`config.mk`:
```
export PLATFORM = sky130hd
export DESIGN_NAME = output_buffer
export DESIGN_NICKNAME = d
export VERILOG_FILES = /design/src/rtl/axis_buffer_pkg.sv /design/src/rtl/output_buffer.sv
export SDC_FILE = /design/constraint.sdc
export NUM_CORES = 1
export LEC_CHECK = 0
export BUFFER_PORTS_ARGS = -buffer_cell sky130_fd_sc_hd__buf_2
export CORE_MARGIN = 2
export CORE_UTILIZATION = 45
export DETAILED_ROUTE_END_ITERATION = 16
export PLACE_DENSITY = 0.75
export SYNTH_ARGS = -nofsm -noshare
export SYNTH_HDL_FRONTEND = slang
export SYNTH_SLANG_ARGS = --single-unit
export TNS_END_PERCENT = 1
```
`constraint.sdc`:
```
create_clock -name aclk -period 1.7 [get_ports aclk]
set_input_delay 0.085 -clock aclk [delete_from_list [all_inputs] [get_ports aclk]]
set_output_delay 0.085 -clock aclk [all_outputs]
set_load 0.01 [all_outputs]
```
`src/rtl/axis_buffer_pkg.sv`:
```
// ---------------------------------------------------------------------------
// axis_buffer_pkg
// Shared definitions for the stream buffer / register slice family.
//   EMPTY / HALF / FULL : 2-bit occupancy-state encoding. The code of each
//                         state equals the number of words it holds, so the
//                         state register can be exported as a level directly.
//   LEVEL_WIDTH         : width of the occupancy / state encoding.
// ---------------------------------------------------------------------------
package axis_buffer_pkg;

  localparam int LEVEL_WIDTH = 2;

  localparam logic [LEVEL_WIDTH-1:0] EMPTY = 2'd0;
  localparam logic [LEVEL_WIDTH-1:0] HALF  = 2'd1;
  localparam logic [LEVEL_WIDTH-1:0] FULL  = 2'd2;

endpackage : axis_buffer_pkg

```
`src/rtl/output_buffer.sv`:
```
// ---------------------------------------------------------------------------
// output_buffer
// Two-entry AXI4-Stream register slice. out_valid, out_data and in_ready are
// all driven straight from flops, so no combinational path crosses the block
// in either direction. Full throughput, one cycle of forward latency.
//
// Ports:
//   aclk       in   clock, rising edge
//   aresetn    in   synchronous active-low reset (control only)
//   in_data    in   upstream data  [DATA_WIDTH]
//   in_valid   in   upstream valid
//   in_ready   out  upstream ready (registered)
//   out_data   out  downstream data (registered) [DATA_WIDTH]
//   out_valid  out  downstream valid (registered)
//   out_ready  in   downstream ready
//   out_level  out  occupancy 0/1/2 (only with OUTPUT_BUFFER_LEVEL_EN)
//
// Build option:
//   OUTPUT_BUFFER_LEVEL_EN  when defined, exports the registered occupancy.
// ---------------------------------------------------------------------------
module output_buffer
  import axis_buffer_pkg::*;
#(
  parameter int DATA_WIDTH = 32
) (
  input  logic                   aclk,
  input  logic                   aresetn,
  input  logic [DATA_WIDTH-1:0]  in_data,
  input  logic                   in_valid,
  output logic                   in_ready,
  output logic [DATA_WIDTH-1:0]  out_data,
  output logic                   out_valid,
`ifdef OUTPUT_BUFFER_LEVEL_EN
  output logic [LEVEL_WIDTH-1:0] out_level,
`endif
  input  logic                   out_ready
);

  logic [LEVEL_WIDTH-1:0] state_reg;
  logic [LEVEL_WIDTH-1:0] state_next;

  logic                   in_ready_reg;
  logic                   in_ready_next;
  logic                   out_valid_reg;
  logic                   out_valid_next;

  logic [DATA_WIDTH-1:0]  out_data_reg;  // O
  logic [DATA_WIDTH-1:0]  skid_data_reg; // S

  logic                   accept;
  logic                   xfer;
  logic                   load_o_from_in;
  logic                   load_o_from_s;
  logic                   load_s;

  assign accept = in_valid & in_ready_reg;
  assign xfer   = out_valid_reg & out_ready;

  // State and handshake flops. The handshake outputs are registered copies
  // decoded from state_next, so they always agree with state_reg.
  always_ff @(posedge aclk) begin
    if (!aresetn) begin
      state_reg     <= EMPTY;
      in_ready_reg  <= 1'b1;
      out_valid_reg <= 1'b0;
    end else begin
      state_reg     <= state_next;
      in_ready_reg  <= in_ready_next;
      out_valid_reg <= out_valid_next;
    end
  end

  // Next-state and datapath load selection.
  always_comb begin
    state_next     = state_reg;
    load_o_from_in = 1'b0;
    load_o_from_s  = 1'b0;
    load_s         = 1'b0;
    unique case (state_reg)
      EMPTY: begin
        if (accept) begin
          load_o_from_in = 1'b1;
          state_next     = HALF;
        end
      end
      HALF: begin
        if (accept && xfer) begin
          load_o_from_in = 1'b1;
        end else if (accept) begin
          // O is still waiting downstream; park the new word in S.
          load_s     = 1'b1;
          state_next = FULL;
        end else if (xfer) begin
          state_next = EMPTY;
        end
      end
      FULL: begin
        // in_ready is low here, so no accept can coincide with the drain.
        if (xfer) begin
          load_o_from_s = 1'b1;
          state_next    = HALF;
        end
      end
      default: begin
        state_next = EMPTY;
      end
    endcase
  end

  // Output decode, evaluated on the upcoming state so the flops above
  // present the right values in the same cycle as the new state.
  always_comb begin
    in_ready_next  = (state_next != FULL);
    out_valid_next = (state_next != EMPTY);
  end

  // Data registers carry no reset; validity is tracked by the control path.
  always_ff @(posedge aclk) begin
    if (load_o_from_in) begin
      out_data_reg <= in_data;
    end else if (load_o_from_s) begin
      out_data_reg <= skid_data_reg;
    end
    if (load_s) begin
      skid_data_reg <= in_data;
    end
  end

  assign in_ready  = in_ready_reg;
  assign out_valid = out_valid_reg;
  assign out_data  = out_data_reg;

`ifdef OUTPUT_BUFFER_LEVEL_EN
  // State codes equal word counts, so the state flop is the occupancy.
  assign out_level = state_reg;
`endif

endmodule : output_buffer

```
**After elaboration in Yosys (flattened, before gate mapping)**

Index checks and enable logic that the tools add are counted.

- Word-level logic and storage cells: 29
- Output and inout port bits: 34
- Memory bits (writable): 0
- Latch bits: 0
- Memory bits (read-only): 0
- Bits of input ports: 36
- Memories kept: 0
- Register bits: 68

- Equality and inequality tests: 3
- $add $sub $neg: 0
- Shift-type cells: 0
- $lt $le $gt $ge: 0
- Multiplexer cells: 15
- Div/mod/pow operators: 0
- Reductions and logical operators: 4
- Multipliers: 0
- Bitwise logic cells: 2

Operator list:

| kind | number |
|---|---|
| $mux W32 | 2 |
| $mux W2 | 5 |
| $mux W1 | 6 |
| $pmux W2 S3 | 1 |
| $reduce_bool A2 Y1 | 2 |
| $and A1 B1 Y1 | 2 |
| $eq A2 B1 Y1 const B | 1 |
| $eq A2 B2 Y1 const B | 1 |
| $logic_not A2 Y1 | 1 |
| $ne A2 B2 Y1 const B | 1 |
| $pmux W1 S2 | 1 |
| $logic_and A1 B1 Y1 | 1 |

**Depth between registers and ports, before layout**

Gate-level depths: netlist of the first run.

- Depth after elaboration: 6
- Mapped depth: 4
- Depth with buffers taken out: 3

**Worst setup path after synthesis of the first run**

No wires, ideal clock.

- Path kind: flip-flop to flip-flop
- Start: register in_ready_reg (netlist: in_ready)
- End: register out_data_reg[0] (netlist: out_data[0]) (enable)
- Buffers on the path: 1
- Setup slack: -0.194 ns
- Arrival time: 1.518 ns
- Data required time: 1.323 ns
- Library setup time: 0.377 ns
- Stages on the path, launching flop included: 5
- Clock period less this slack: 1.894 ns
- Path through: dfxtp_1 > and3b_2 > a21boi_4 > buf_6 > a31o_2

- Longest elaborated chain between the ends: 5
- Elaborated cells on any way between the ends: 6
- Classes of those cells: mux (3); bitwise (1); reduce/logical (2)

RTL lines:

| item | RTL line | text |
|---|---|---|
| start: declaration | output_buffer.sv:42 | `logic in_ready_reg;` |
| start signal: assignment | output_buffer.sv:68 | `in_ready_reg <= in_ready_next;` |
| $and A1 B1 Y1 (*) | output_buffer.sv:56 | `assign accept = in_valid & in_ready_reg;` |
| $logic_and A1 B1 Y1 | output_buffer.sv:87 | `if (accept && xfer) begin` |
| $mux W1 | output_buffer.sv:87 |  |
| $pmux W1 S2 (*) | output_buffer.sv:79 | `unique case (state_reg)` |
| $reduce_bool A2 Y1 (no source line) (*) | n/a |  |
| end signal: assignment | output_buffer.sv:120 | `out_data_reg <= in_data;` |
| end signal: assignment | output_buffer.sv:122 | `out_data_reg <= skid_data_reg;` |
| end: declaration | output_buffer.sv:47 | `logic [DATA_WIDTH-1:0] out_data_reg;` |

Every way passes the cells marked *; elsewhere a longest branch is shown, timed or not.
A chain may end at the register's enable or synchronous reset.

**Worst setup path in the final report of the first run**

- Start: register state_reg[1]
- End: register out_data_reg[21] (netlist: out_data[21]), data pin

- Longest elaborated chain between the ends: 3
- Elaborated cells on any way between the ends: 4
- Classes of those cells: eq/ne (1); mux (2); reduce/logical (1)

RTL lines:

| item | RTL line | text |
|---|---|---|
| start: declaration | output_buffer.sv:39 | `logic [LEVEL_WIDTH-1:0] state_reg;` |
| start signal: assignment | output_buffer.sv:67 | `state_reg <= state_next;` |
| $eq A2 B1 Y1 or $logic_not A2 Y1 (tied branches) | output_buffer.sv:79 |  |
| $pmux W1 S2 (*) | output_buffer.sv:79 |  |
| $mux W32 (*) | output_buffer.sv:119 | `if (load_o_from_in) begin` |

Marked as above.

==> flow_summary.yaml, run 1 <==
clock_network:
  clk_transition_reported_paths_ps: 70
  cts_htree_levels: 3
  clock_latency_ps: 330
  cts_buffers: 9
  clk_path_buf_depth: 2
  cts_setup_buffers: 0
  clockRootBuffer: "clkbuf_8"
  cts_tree: "built"
  cts.sinks: 68
layout:
  num-nets-final: 271
  n_fill_cell: 422
  area.sequential_um2: 2000
  multi_input_area_um2: 489
  drive_gt1_share_pct: 53.3
  layoutNonFillerInstCount: 312
  area_growth_pct: 40.6
  antenna_cells: 0
  postLayoutCoreUtil_pct: 64.8
critical_path:
  crit_path_end_kind: "flop"
  criticalPathCategory: "reg -> reg"
  cp_data_required_time_ps: 1780
  cp_max_fo: 19
  startpoint_type: "flop"
  rrSetupSlack_ps: 70
  cp.arrival_ps: 1710
placement:
  dp.cells: 263
  port-buffer-count: 69
  pre_cts_slack_ps: 64.7
  globalplace.congestion: 0.678
  hpwl_um: 2880
drt:
  via_per_inst: 4.70
  wl_per_cell_um: 15.0
  antenna_left: 0
  drt_wl_total_um: 4690
  num_vias: 1467
  drt-pass1-iter-count: 4
  drtIter0Drc: 90
  drc_errors: 0
sta:
  fin_ws_ps: 66.1
  fmax_mhz: 612
  rsz0062_at_grt: "false"
  drv_slew: 0
  setup-violations-final: 0
  fin_crit_sh_pct: 96.1
  slew_headroom_pct: 79.8
  clock_skew_ps: 5.89
  tightest_slew_ps: 303
  hold_viol: 0
  post-route-min-period_ps: 1630
logic_synthesis:
  syn-cell-area_um2: 2520
  yosysTopAreaCell: "edfxtp_1"
  ys_warn_count: 0
  ys_types: 18
  syn_inst: 119
  yosysSeqAreaShare_pct: 79.4
  synth.area.top_cells: "edfxtp_1 (76%), mux2_2 (13%), dfxtp_1 (3.2%)"
  synth.avg_cell_area_um2: 21.2
  synth_nets: 155
  yosys_register_bits: 68
  yosys.area.top_type_share_pct: 76.2
die:
  die-area_um2: 6220
  fp.dieH_um: 78.9
  io_pins: 70
  initial_core_util_pct: 46.1
  rows: 27
  core_area_um2: 5470
  die_w_um: 78.9
global_route:
  grt_pass1_wl_um: 7290
  antenna_found_initial: 0
  grt_use_total_pct: 16.0
  grt_pass1_vias: 1502
  grt-ovfl-total: 0
  grt_max_degree: 22
run_status:
  status: "complete, no violations"
pwr:
  ir_drop_uv: 557
  leakagePower_uw: 0.00137
  power_density_nw_per_um2: 1100
job:
  cap_violations: 0
worst_hold_path:
  min_path_type: "in -> reg"
layout by cell type, fill, tap and decap left out, types with 3 or more instances in the layout:
cell type	instances
buf_4	3
clkbuf_8	9
and3_1	3
buf_2	69
mux2_2	30
buf_12	3
edfxtp_1	64
dlygate4sd3_1	33
critical path: stages, from the launching register on:
cell and delay [ps]:
dfxtp_2 340, and3b_2 250, a21boi_4 240, buf_12 200, mux2_2 350
repair_timing:
action,4_1_cts,5_1_grt
endpoints found under the hold margin,34,0
setup endpoints to repair,0,13
hold buffers,33,0
resized for setup,0,3
logic make-up after synthesis:
group	count (synthesis)	share of synthesized area (%)
DFF	68	79.4
muxes	32	14.6
and+or+nand+nor	10	2.48
buffers and inverters	4	1.54
AOI/OAI and AO/OA	5	1.99
layout make-up:
type,instances,share of cell area [%]
Tap cell,72,2.54
Timing Repair Buffer,109,21.7
Sequential cell,68,56.5
Multi-Input combinational cell,47,13.8
Clock buffer,9,3.49
Clock inverter,7,1.91
synth_stat cells:
library cell  count
nand2_1           2
nand3_1           1
o21ai_0           1
nor2b_1           1
a21boi_4          1
and3b_2           1
mux2_4            2
a221o_1           1
a31o_2            1
nand4_1           1
and3_1            3
edfxtp_1         64
dfxtp_1           4
mux2_2           30
a21o_1            1
buf_6             3
buf_2             1
and4_1            1
power breakdown:
part / internal [uW] / switching, uW
clock: 669 / 589
combinational: 314 / 269
sequential: 2020 / 45.0
per-layer routing:
layer | wire [um] | vias to the layer above | GRT usage (%)
met4 | 57 | 0 | 5.17
li1 | - | 708 | -
met3 | 281 | 6 | 5.57
met5 | 0 | - | 0
met1 | 2050 | 702 | 20.2
met2 | 2300 | 51 | 26.2
worst paths after layout:
| kind | from | to | cells past startpoint |
|---|---|---|---|
| setup / recovery | state_reg[1]$_SDFF_PN0_ | out_data[21]$_DFFE_PP_ | 4 |
| hold / removal | in_valid | state_reg[0]$_SDFF_PN0_ | 3 |
| setup reg to reg | state_reg[1]$_SDFF_PN0_ | out_data[21]$_DFFE_PP_ | 4 |
| hold reg to reg | skid_data_reg[11]$_DFFE_PP_ | out_data[11]$_DFFE_PP_ | 1 |
stage by stage:
stage                     TNS [ps]  hold slack (ps)  power (uW)  area, um^2
after floorplan              -4380              157        2400        2530
after global placement           0              277        2620        3020
after detailed placement         0              277        2630        3020
after CTS                        0              154        3950        3540
after global routing             0              163        4060        3540
final                            0              162        3910        3540
Power figures use the tool's default switching activity.
==> run 2: changes to the inputs <==
==> constraint.sdc (replaced) <==
create_clock -name aclk -period 1.5 [get_ports aclk]
set_input_delay 0.075 -clock aclk [delete_from_list [all_inputs] [get_ports aclk]]
set_output_delay 0.075 -clock aclk [all_outputs]
set_load 0.01 [all_outputs]
==> run 2 against run 1 <==
The flow now finishes with violations (setup timing). Die area did not move. Via count rose by 7.2%. Non-clock buffer count rose by 10. Sequential share of layout area fell by 3.9 points. Sequential power rose by 13%. Clock power rose by 12%. Combinational power rose by 52%. Routed wire length rose by 16%. Maximum frequency rose by 2.0%. Sequential cell count did not move. Critical path type unchanged. Largest power group unchanged.
==> flow_summary.yaml, run 2 (synthesis gave the netlist of run 1 again) <==
drt:
  drc_errors: 0
  drt-pass1-iter-count: 4
  met1_length_um: 2250
  route.met2.wl_um: 2810
  num_vias: 1572
  drtIter0Drc: 138
  antenna_left: 0
  wl_met3_um: 330
  drt_wl_total_um: 5460
  top_layer: "met4"
  wl_per_cell_um: 16.9
  via_per_inst: 4.88
layout:
  most-common-layout-cells: "buf_2 (69), edfxtp_1 (64), dlygate4sd3_1 (33)"
  postLayoutCoreUtil_pct: 69.5
  num-nets-final: 281
  area_growth_pct: 51.0
  design_area_um2: 3810
  antenna_cells: 0
  drive_gt1_share_pct: 55.6
  final_common_cell: "buf_2"
  n_fill_cell: 365
global_route:
  grt_pass1_wl_um: 7660
  grt_max_degree: 21
  grt-ovfl-total: 0
  grt_use_total_pct: 17.0
  grt_pass1_vias: 1546
  antenna_found_initial: 0
critical_path:
  critPathLaunch: "state_reg[1]$_SDFF_PN0_"
  crit-reg2reg-launch: "state_reg[1]$_SDFF_PN0_"
  startpoint_type: "flop"
  cp_max_fo: 16
  crit_path_end_kind: "flop"
  r2r_end: "out_data[0]$_DFFE_PP_"
  cp.arrival_ps: 1640
  rrSetupSlack_ps: -100
  crit_end: "out_data[0]$_DFFE_PP_"
  reg2regPathDepth: 6
  cp_data_required_time_ps: 1540
  criticalPathCategory: "reg -> reg"
sta:
  clock_skew_ps: 12.0
  rsz0062_at_grt: "true"
  drv_slew: 0
  setup-violations-final: 64
  hold_viol: 0
  tightest_slew_ps: 199
  fin_ws_ps: -102
  post-route-min-period_ps: 1600
  fmax_mhz: 624
  fin_crit_sh_pct: 107
  slew_headroom_pct: 86.7
worst_hold_path:
  min_path_type: "in -> reg"
job:
  cap_violations: 0
placement:
  pre_cts_slack_ps: -78.5
  port-buffer-count: 69
  postPlaceCellArea_um2: 3070
  globalplace.congestion: 0.737
pwr:
  leakagePower_uw: 0.00156
  ir_drop_uv: 898
  power_density_nw_per_um2: 1220
clock_network:
  cts_buffers: 9
  cts_htree_levels: 3
  cts_tree: "built"
  clk_path_buf_depth: 2
  clockRootBuffer: "clkbuf_8"
  clock_latency_ps: 330
  clk_transition_reported_paths_ps: 60
  cts.sinks: 68
run_status:
  status: "finished, violations left"
  violations: "setup timing"
die:
  die-area_um2: 6220
  initial_core_util_pct: 46.1
  core_area_um2: 5470
  die_w_um: 78.9
  fp.dieH_um: 78.9
  io_pins: 70
  rows: 27
## run 2: worst min-delay path by stage
stage,from,endpoint,cells after the start
2_1_floorplan,aresetn,in_ready$_SDFF_PN1_,1
3_3_place_gp,in_data[10],skid_data_reg[10]$_DFFE_PP_,1
3_5_place_dp,in_data[28],skid_data_reg[28]$_DFFE_PP_,1
4_1_cts,in_valid,state_reg[0]$_SDFF_PN0_,3
5_1_grt,in_valid,state_reg[0]$_SDFF_PN0_,3
6_report,in_valid,state_reg[0]$_SDFF_PN0_,3
## run 2: per-layer routing
metal	up-vias	GRT usage, %
met5	-	0
met4	0	6.21
met3	8	5.68
met2	60	28.1
met1	778	21.0
li1	726	-
## run 2: repair_timing
action,CTS,global route
gates cloned,0,4
setup buffers,0,1
hold buffers,33,0
endpoints found under the hold margin,34,0
setup endpoints to repair,64,84
gates resized for setup,10,20
## run 2: area by class of cell
type | instances | area [um^2] | area share (%)
Sequential cell | 68 | 2000 | 52.7
Timing Repair Buffer | 119 | 930 | 24.4
Multi-Input combinational cell | 47 | 598 | 15.7
Clock buffer | 11 | 131 | 3.45
Tap cell | 72 | 90.1 | 2.37
Clock inverter | 5 | 52.6 | 1.38
## run 2: worst max-delay path: stages, from the launching register on
cell and delay, ps:
dfxtp_2 310, and3b_2 230, a21boi_4 190, buf_12 160, buf_12 130, a31o_4 130, buf_12 160
## run 2: where the power goes
part | total [uW] | internal (uW) | switching (uW)
clock | 1410 | 760 | 652
combinational | 884 | 509 | 375
sequential | 2340 | 2290 | 48.9
## run 2: per-stage QoR
stage | instances | hold slack, ps | setup TNS, ps | power [uW]
6_report | 322 | 173 | -5500 | 4640
3_3_place_gp | 268 | 264 | -2400 | 3000
5_1_grt | 322 | 181 | -8620 | 4840
4_1_cts | 317 | 154 | -3960 | 4510
3_5_place_dp | 268 | 271 | -3720 | 3020
2_1_floorplan | 119 | 147 | -5470 | 2720
==> run 3: changes to the inputs <==
--- a/config.mk
+++ b/config.mk
@@ -10,6 +10,8 @@
 export CORE_UTILIZATION = 45
 export DETAILED_ROUTE_END_ITERATION = 16
 export PLACE_DENSITY = 0.75
+export RECOVER_POWER = 25
+export SKIP_CTS_REPAIR_TIMING = 1
 export SYNTH_ARGS = -nofsm -noshare
 export SYNTH_HDL_FRONTEND = slang
 export SYNTH_SLANG_ARGS = --single-unit
==> run 3 against run 2 <==
Critical endpoint is now out_data[12]$_DFFE_PP_. First-iteration DRC count is 30% lower. Clock skew is 2.4 ps lower. Clock-buffer cell count stayed put. Setup slack hardly changed. The run still ends with setup timing left. Via count is 1.1% lower. Sequential power hardly changed. Global-route usage is 2.0 points lower.
==> flow_summary.yaml, run 3 (synthesis gave the netlist of run 1 again) <==
placement:
  port-buffer-count: 69
  postPlaceCellArea_um2: 3070
  globalplace.congestion: 0.737
critical_path:
  rrSetupSlack_ps: -100
  critical_path.cell_chain: "and3b_2, a21boi_4, buf_6, clkbuf_16, mux2_4"
  crit_path_end_kind: "flop"
  cp_max_fo: 5
  cp_data_required_time_ps: 1590
  criticalPathCategory: "reg -> reg"
  cp_top_family: "flip-flops"
  cp_slowest_cell: "dfxtp_2"
  cp.arrival_ps: 1690
  startpoint_type: "flop"
  slowest_delay_ps: 320
  cp_num_buf_inv: 2
sta:
  setup-violations-final: 64
  hold_viol: 0
  tightest_slew_ps: 209
  post-route-min-period_ps: 1600
  fmax_mhz: 625
  fin_ws_ps: -101
  slew_headroom_pct: 86.1
  holdWs_ps: 173
  clock_skew_ps: 9.62
  fin_crit_sh_pct: 107
  drv_slew: 0
  rsz0062_at_grt: "true"
layout:
  final_common_cell: "edfxtp_1"
  drive_gt1_share_pct: 46.2
  antenna_cells: 0
  num-nets-final: 282
  design_area_um2: 3780
  area_growth_pct: 49.9
  most-common-layout-cells: "edfxtp_1 (64), buf_2 (45), dlygate4sd3_1 (33)"
die:
  die-area_um2: 6220
  core_area_um2: 5470
  rows: 27
  io_pins: 70
  fp.dieH_um: 78.9
  die_w_um: 78.9
  initial_core_util_pct: 46.1
global_route:
  grt_pass1_vias: 1337
  antenna_found_initial: 0
  grt_max_degree: 21
  grt_use_total_pct: 15.0
  grt_pass1_wl_um: 6750
  grt-ovfl-total: 0
job:
  cap_violations: 0
drt:
  drt-pass1-iter-count: 4
  drtIter0Drc: 96
  drt_wl_total_um: 5320
  drc_errors: 0
  wl_per_cell_um: 16.5
  num_vias: 1554
  antenna_left: 0
  via_per_inst: 4.81
clock_network:
  cts_htree_levels: 3
  clk_path_buf_depth: 2
  clk_transition_reported_paths_ps: 70
  cts_tree: "built"
  cts_buffers: 9
  clockRootBuffer: "clkbuf_8"
  clock_latency_ps: 330
  cts.sinks: 68
worst_hold_path:
  min_path_type: "in -> reg"
run_status:
  violations: "setup timing"
  status: "finished, violations left"
pwr:
  power_density_nw_per_um2: 1220
  ir_drop_uv: 916
  leakagePower_uw: 0.00150
run 3: worst paths after layout:
check                           cells past startpoint                   startpoint                       to
worst max register to register                      5      state_reg[1]$_SDFF_PN0_   out_data[12]$_DFFE_PP_
worst max-delay path                                5      state_reg[1]$_SDFF_PN0_   out_data[12]$_DFFE_PP_
worst min-delay path                                3                     in_valid  state_reg[0]$_SDFF_PN0_
worst min register to register                      1  skid_data_reg[19]$_DFFE_PP_   out_data[19]$_DFFE_PP_
run 3: report_power, final:
group	internal, uW	leakage (uW)	switching [uW]	total (uW)
clock	760	0.0000931	640	1400
combinational	500	0.000774	371	871
sequential	2290	0.000631	48.5	2340
total	3550	0.00150	1060	4610
run 3: metal layers:
layer / GRT usage, % / share of wire (%)
met5: 0 / 0
met4: 6.21 / 1.0
met1: 19.3 / 42
met2: 22.8 / 51
met3: 5.91 / 5.4
run 3: area by class of cell:
class / instances / area [um^2]
flip-flops and latches: 68 / 2000
fillers: 380 / 1690
repair buffers: 120 / 898
multi-input cells: 47 / 602
clock buffers: 11 / 131
well taps: 72 / 90.1
clock inverters: 5 / 52.6
run 3: worst register-to-register path, cell delays in order, from the launching register on:
cell and delay, ps:
dfxtp_2 320, and3b_2 230, a21boi_4 200, buf_6 160, clkbuf_16 160, mux2_4 300
run 3: metrics by stage:
stage	std cells	util, %	setup WS (ps)	TNS (ps)	total power (uW)
finish	323	69.0	-101	-5260	4610
floorplan	119	-	-128	-5470	2720
CTS	284	59.5	-86.4	-4020	4420
global placement	268	56.2	-59.2	-2400	3000
global route	323	69.0	-147	-8000	4810
detailed placement	268	56.2	-78.5	-3720	3020
